--- config.mk ---
export PLATFORM = sky130hd
export DESIGN_NAME = scr1_ialu_rvm_arb
export DESIGN_NICKNAME = d
export VERILOG_FILES = /design/src/rtl/scr1_ialu_arb_pkg.sv /design/src/rtl/scr1_rr_arb.sv /design/src/rtl/scr1_ialu_rvm_arb.sv
export SDC_FILE = /design/constraint.sdc
export NUM_CORES = 1
export LEC_CHECK = 0
export ABC_AREA = 1
export CAP_MARGIN = 10
export CELL_PAD_IN_SITES_DETAIL_PLACEMENT = 1
export CELL_PAD_IN_SITES_GLOBAL_PLACEMENT = 1
export CORE_MARGIN = 4
export CORE_UTILIZATION = 27
export DETAILED_ROUTE_END_ITERATION = 10
export PLACE_DENSITY_LB_ADDON = 0.1
export SYNTH_ARGS = -nofsm -noshare
export SYNTH_HDL_FRONTEND = slang
export SYNTH_SLANG_ARGS = --single-unit
--- constraint.sdc ---
create_clock -name clk -period 2.25 [get_ports clk]
set_input_delay 0.45 -clock clk [delete_from_list [all_inputs] [get_ports clk]]
set_output_delay 0.45 -clock clk [all_outputs]
set_load 0.05 [all_outputs]
--- src/rtl/scr1_ialu_arb_pkg.sv ---
// Shared types for the IALU MUL/DIV request arbiter.
// FSM encoding and default watchdog length.
package scr1_ialu_arb_pkg;

  typedef enum logic [1:0] {
    SCR1_ARB_IDLE,
    SCR1_ARB_BUSY,
    SCR1_ARB_RESP
  } type_scr1_ialu_arb_state_e;

  localparam int unsigned SCR1_IALU_ARB_TMO_CYC = 64;

endpackage

--- src/rtl/scr1_rr_arb.sv ---
// Combinational round-robin pick.
// Search starts at last_i+1 and wraps.
module scr1_rr_arb #(
  parameter int unsigned NREQ = 2
) (
  input  logic [NREQ-1:0]         req_i,
  input  logic [$clog2(NREQ)-1:0] last_i,
  output logic [NREQ-1:0]         gnt_o,
  output logic [$clog2(NREQ)-1:0] idx_o,
  output logic                    vld_o
);

  localparam int unsigned IW = $clog2(NREQ);

  logic          found;
  logic [IW-1:0] pick;
  logic [IW-1:0] cidx;
  int unsigned   c;

  always_comb begin
    found = 1'b0;
    pick  = '0;
    cidx  = '0;
    c     = 0;
    for (int unsigned k = 1; k <= NREQ; k++) begin
      c    = (32'(last_i) + k) % NREQ;
      cidx = IW'(c);
      if (!found && req_i[cidx]) begin
        found = 1'b1;
        pick  = cidx;
      end
    end
  end

  assign vld_o = found;
  assign idx_o = pick;
  assign gnt_o = found ? (NREQ'(1) << pick)
                       : '0;

endmodule

--- src/rtl/scr1_ialu_rvm_arb.sv ---
// Arbiter/sequencer for the shared MUL/DIV path.
// One op in flight; watchdog aborts a stuck op.
module scr1_ialu_rvm_arb
  import scr1_ialu_arb_pkg::*;
#(
  parameter int unsigned XLEN    = 32,
  parameter int unsigned CMD_W   = 5,
  parameter int unsigned NREQ    = 2,
  parameter int unsigned TMO_CYC =
    SCR1_IALU_ARB_TMO_CYC
) (
  input  logic                  clk,
  input  logic                  rst,
  input  logic [NREQ-1:0]       req_vd_i,
  input  logic [NREQ*CMD_W-1:0] req_cmd_i,
  input  logic [NREQ*XLEN-1:0]  req_op1_i,
  input  logic [NREQ*XLEN-1:0]  req_op2_i,
  output logic [NREQ-1:0]       req_ack_o,
  output logic [NREQ-1:0]       res_vd_o,
  output logic [XLEN-1:0]       res_o,
  output logic                  res_err_o,
  input  logic [NREQ-1:0]       res_ack_i,
  output logic                  arb2ialu_cmd_vd_o,
  output logic [CMD_W-1:0]      arb2ialu_cmd_o,
  output logic [XLEN-1:0]       arb2ialu_op1_o,
  output logic [XLEN-1:0]       arb2ialu_op2_o,
  input  logic                  ialu2arb_res_rdy_i,
  input  logic [XLEN-1:0]       ialu2arb_res_i,
  output logic                  busy_o
);

  localparam int unsigned IW = $clog2(NREQ);
  localparam int unsigned TW = $clog2(TMO_CYC+1);

  type_scr1_ialu_arb_state_e state_q, state_d;

  logic [IW-1:0]    last_q, last_d;
  logic [IW-1:0]    g_q, g_d;
  logic [CMD_W-1:0] cmd_q, cmd_d;
  logic [XLEN-1:0]  op1_q, op1_d;
  logic [XLEN-1:0]  op2_q, op2_d;
  logic [XLEN-1:0]  res_q, res_d;
  logic             err_q, err_d;
  logic [TW-1:0]    tmr_q, tmr_d;

  logic [NREQ-1:0]  gnt;
  logic [IW-1:0]    gidx;
  logic             gvld;

  scr1_rr_arb #(
    .NREQ (NREQ)
  ) i_rr (
    .req_i  (req_vd_i),
    .last_i (last_q),
    .gnt_o  (gnt),
    .idx_o  (gidx),
    .vld_o  (gvld)
  );

  always_comb begin
    state_d           = state_q;
    last_d            = last_q;
    g_d               = g_q;
    cmd_d             = cmd_q;
    op1_d             = op1_q;
    op2_d             = op2_q;
    res_d             = res_q;
    err_d             = err_q;
    tmr_d             = tmr_q;
    req_ack_o         = '0;
    res_vd_o          = '0;
    arb2ialu_cmd_vd_o = 1'b0;
    unique case (state_q)
      SCR1_ARB_IDLE: begin
        if (gvld) begin
          req_ack_o = gnt;
          g_d       = gidx;
          cmd_d     = req_cmd_i[gidx*CMD_W +: CMD_W];
          op1_d     = req_op1_i[gidx*XLEN +: XLEN];
          op2_d     = req_op2_i[gidx*XLEN +: XLEN];
          tmr_d     = '0;
          state_d   = SCR1_ARB_BUSY;
        end
      end
      SCR1_ARB_BUSY: begin
        arb2ialu_cmd_vd_o = 1'b1;
        // rdy takes priority over the watchdog
        if (ialu2arb_res_rdy_i) begin
          res_d   = ialu2arb_res_i;
          err_d   = 1'b0;
          state_d = SCR1_ARB_RESP;
        end else if (tmr_q == TW'(TMO_CYC-1)) begin
          res_d   = '0;
          err_d   = 1'b1;
          state_d = SCR1_ARB_RESP;
        end else begin
          tmr_d = tmr_q + 1'b1;
        end
      end
      SCR1_ARB_RESP: begin
        res_vd_o = NREQ'(1) << g_q;
        if (res_ack_i[g_q]) begin
          last_d  = g_q;
          tmr_d   = '0;
          state_d = SCR1_ARB_IDLE;
        end
      end
      default: state_d = SCR1_ARB_IDLE;
    endcase
  end

  always_ff @(posedge clk) begin
    if (rst) begin
      state_q <= SCR1_ARB_IDLE;
      last_q  <= IW'(NREQ-1);
      g_q     <= '0;
      cmd_q   <= '0;
      op1_q   <= '0;
      op2_q   <= '0;
      res_q   <= '0;
      err_q   <= 1'b0;
      tmr_q   <= '0;
    end else begin
      state_q <= state_d;
      last_q  <= last_d;
      g_q     <= g_d;
      cmd_q   <= cmd_d;
      op1_q   <= op1_d;
      op2_q   <= op2_d;
      res_q   <= res_d;
      err_q   <= err_d;
      tmr_q   <= tmr_d;
    end
  end

  assign busy_o    = (state_q != SCR1_ARB_IDLE);
  assign res_o     = (state_q == SCR1_ARB_RESP)
                   ? res_q : '0;
  assign res_err_o = (state_q == SCR1_ARB_RESP)
                   & err_q;

  assign arb2ialu_cmd_o = cmd_q;
  assign arb2ialu_op1_o = op1_q;
  assign arb2ialu_op2_o = op2_q;

endmodule

==> results_dict.tcl <==
set metrics [dict create \
    rrSetupSlack_ps 530 \
    total_clock_buffers_created_by_cts 17 \
    global_route_wire_length_before_repair_mm 32.6 \
    placement.io_buffers 284 \
    final_nets 1144 \
    power_density_over_the_cells_nw_per_um2 761 \
    synth_compound_area_frac 0.142 \
    detail-route-antenna-nets 0 \
    syn-num-nets 871 \
    cp_slowest_cell "clkdlybuf4s50_1" \
    synth_largest_type_area_fraction 0.470 \
    asyncSetResetFlopFracSynth 0 \
    synth_edf_count 0 \
    worst-path-buf-inv 1 \
    yosys.area_share.xor_xnor 0.00182 \
    via_per_inst 4.70 \
    start_util 0.277 \
    drt-total-wl_mm 20.9 \
    synth_top_family_by_area "simple AND/OR/NAND/NOR gates" \
    clock-root-buffer "clkbuf_16" \
    first_global_vias 6195 \
    holdBufCountCts 0 \
    period_share 0.922 \
    antenna_found_initial 1 \
    worstMarginPinSlew_ps 601 \
    drt_first_iter_violations 167 \
    rsz_0062_raised_after_global_routing "false" \
    setup_violation_total_in_the_final_timing_report 0 \
    post_synth_mux_area_share 0 \
    grt_max_degree 66 \
    postLayoutCellArea_um2 8860 \
    outcome "complete, no violations" \
    p_clk_frac 0.420 \
    cts_htree_levels 4 \
    max-clock-path-buffers 2 \
    drc_errors 0 \
    worstPathRequired_ps 1800 \
    yosys-top-cells-count "298 x nand2_1, 113 x dfxtp_1, 69 x a31oi_1, 50 x nor2_1, 46 x inv_1" \
    routed_wire_length_per_instance_um 17.3 \
    num_vias 5663 \
    ir_worst_vdd_mv 0.517 \
    cp_capture_type "output pin" \
    cellLeakagePower_uw 0.00325 \
    internal-power_uw 4710 \
    yosys_most_used_dff "dfxtp_1" \
    hold_path.class "reg2reg" \
    net-switching-power_uw 2040 \
    synth_fa_ha_area_frac 0.00260 \
    synth.top_cells.by_area "dfxtp_1 47%, nand2_1 23%, a31oi_1 9.0%, a21oi_1 3.9%, nor2_1 3.9%" \
    switching_power_share_of_the_total 0.302 \
    fp.dieW_um 142 \
    postCtsSetupBuffers 0 \
    synth_area_in_simple_gates 0.301 \
    design.portCount 285 \
    half_perimeter_wire_length_of_the_detailed_placement_result_mm 15.6 \
    ys_seq_elements 113 \
    rows 48 \
    grt.overflow.total 0 \
    synth_top_cell_by_area "dfxtp_1" \
    power.share.combinational 0.246 \
    worstPathArrival_ps 1620 \
    max_cap_violations 0 \
    cp_max_fo 2 \
    die_area_um2 20000 \
    crit_path_start_kind "flip-flop" \
    fp.coreArea_um2 17400 \
    postLayoutSetupSlackWorst_ps 176 \
    postSynthAreaPerCell_um2 6.95 \
    crit_type "reg2out" \
    ys_seq_area_frac 0.470 \
    timing.critical_path.slowest_cell_delay_ps 880 \
    pwr-share-seq 0.334 \
    cts_tree "yes" \
    synthToLayoutAreaGrowth_pct 83.9 \
    slew-limit-headroom 0.598 \
    insertion_delay_ps 420 \
    synth_cell_types 24 \
    final_hold_viol_count 0 \
    gpl.final_weighted_congestion 0.830 \
    synthesis.yosys.warnings 0 \
    clock_skew_ps 13.6 \
    clock.fmax_mhz 482 \
    yosys.cell_count.top_type "nand2_1" \
    cp_cell_sequence "clkdlybuf4s50_1" \
    critPathTopFamily "buffers and inverters" \
    layout.cells.non_filler 1205 \
    global_route.usage.total 0.206 \
    register_clock_pin_slew_on_the_reported_worst_setup_and_hold_paths_ps 50 \
    finalSetupTns_ps 0 \
    placed_cells_incl_taps 1172 \
    share_of_cells_above_drive_strength_1 0.0981 \
    drt_pre_antenna_iters 4 \
    post_cts_resize_count 0 \
    finalMaxSlewViolations 0 \
    post-route-min-period_ps 2070 \
    cts.sink_count 113 \
    dpl_cell_area_um2 8240 \
    post_synth_instance_area_um2 4820 \
    pre_cts_slack_ps 105 \
    die_height_um 142 \
    synthCells 693 \
]
[layer usage]
layer / vias to the layer above / track usage / wire length [um]
met3: 25 / 0.0816 / 1700
met5: - / 0 / 0
li1: 2756 / - / -
met4: 0 / 0.0652 / 363
met1: 2694 / 0.222 / 7970
met2: 188 / 0.368 / 10800
[final timing paths]
path	endpoint	startpoint	depth (start not counted)
worst max register to register	tmr_q[1]$_SDFFE_PP0P_	tmr_q[1]$_SDFFE_PP0P_	9
worst min-delay path	res_q[5]$_SDFFE_PP0P_	res_q[5]$_SDFFE_PP0P_	2
worst max-delay path	arb2ialu_op1_o[11]	arb2ialu_op1_o[11]$_SDFFE_PP0P_	1
worst min register to register	res_q[5]$_SDFFE_PP0P_	res_q[5]$_SDFFE_PP0P_	2
[flip-flops by register name, indices dropped and copies added (netlist names)]
signal / count
arb2ialu_op1_o: 32
tmr_q: 7
arb2ialu_op2_o: 32
state_q: 2
res_q: 32
err_q: 1
arb2ialu_cmd_o: 5
g_q: 1
last_q: 1
[metrics by stage]
| step | hold WS (ps) | util | power, uW |
|---|---|---|---|
| 4_1_cts | 460 | 0.508 | 6830 |
| 3_3_place_gp | 443 | 0.473 | 3930 |
| 5_1_grt | 479 | 0.509 | 7040 |
| 3_5_place_dp | 452 | 0.473 | 3960 |
| 2_1_floorplan | 432 | - | 3190 |
| 6_report | 455 | 0.509 | 6750 |
[power by group through the flow]
| stage | Sequential [uW] | Combinational (uW) | Clock, uW |
|---|---|---|---|
| 2_1_floorplan | 2690 | 492 | 0 |
| 3_3_place_gp | 2280 | 1640 | 0 |
| 3_5_place_dp | 2290 | 1670 | 0 |
| 4_1_cts | 2250 | 1680 | 2890 |
| 5_1_grt | 2270 | 1770 | 2990 |
| 6_report | 2250 | 1660 | 2830 |
[area by class of cell]
cell class / instances / area, um2
sequential: 113 / 2260
inverter: 49 / 184
clock buffer: 21 / 450
tap: 225 / 282
multi-input combinational: 488 / 2160
antenna: 1 / 2.50
clock inverter: 11 / 161
timing repair buffer: 297 / 3350
fill: 2100 / 8560
[worst reg2reg max path: cells and delay by family (launching register included)]
family,cells,cell delay (ps)
adder cells (fa/ha/maj),1,240
AND/OR/NAND/NOR,6,720
buffers and inverters,1,170
flip-flops,1,390
AO/OA/AOI/OAI,1,140
[placed cells by master (no fill, tap or decap), types with 2 or more instances in the layout]
cell type,count
nand3_1,11
buf_12,41
nand4_1,2
nor2_2,2
a31oi_1,69
nand2_2,3
nor2_4,4
clkbuf_1,3
nand2_1,298
nor2_1,50
clkbuf_16,17
clkinv_2,5
o21ai_0,4
inv_2,3
clkdlybuf4s50_1,244
dfxtp_1,113
bufinv_16,4
a21oi_1,38
inv_1,46
buf_4,12
[cells by family after synthesis]
kind of cell,Yosys count
compound gates,115
flops,113
xor+xnor,1
buf+inv,92
fa+ha+maj,1
simple gates,371
Note: power is estimated with default switching activity, not from simulation.
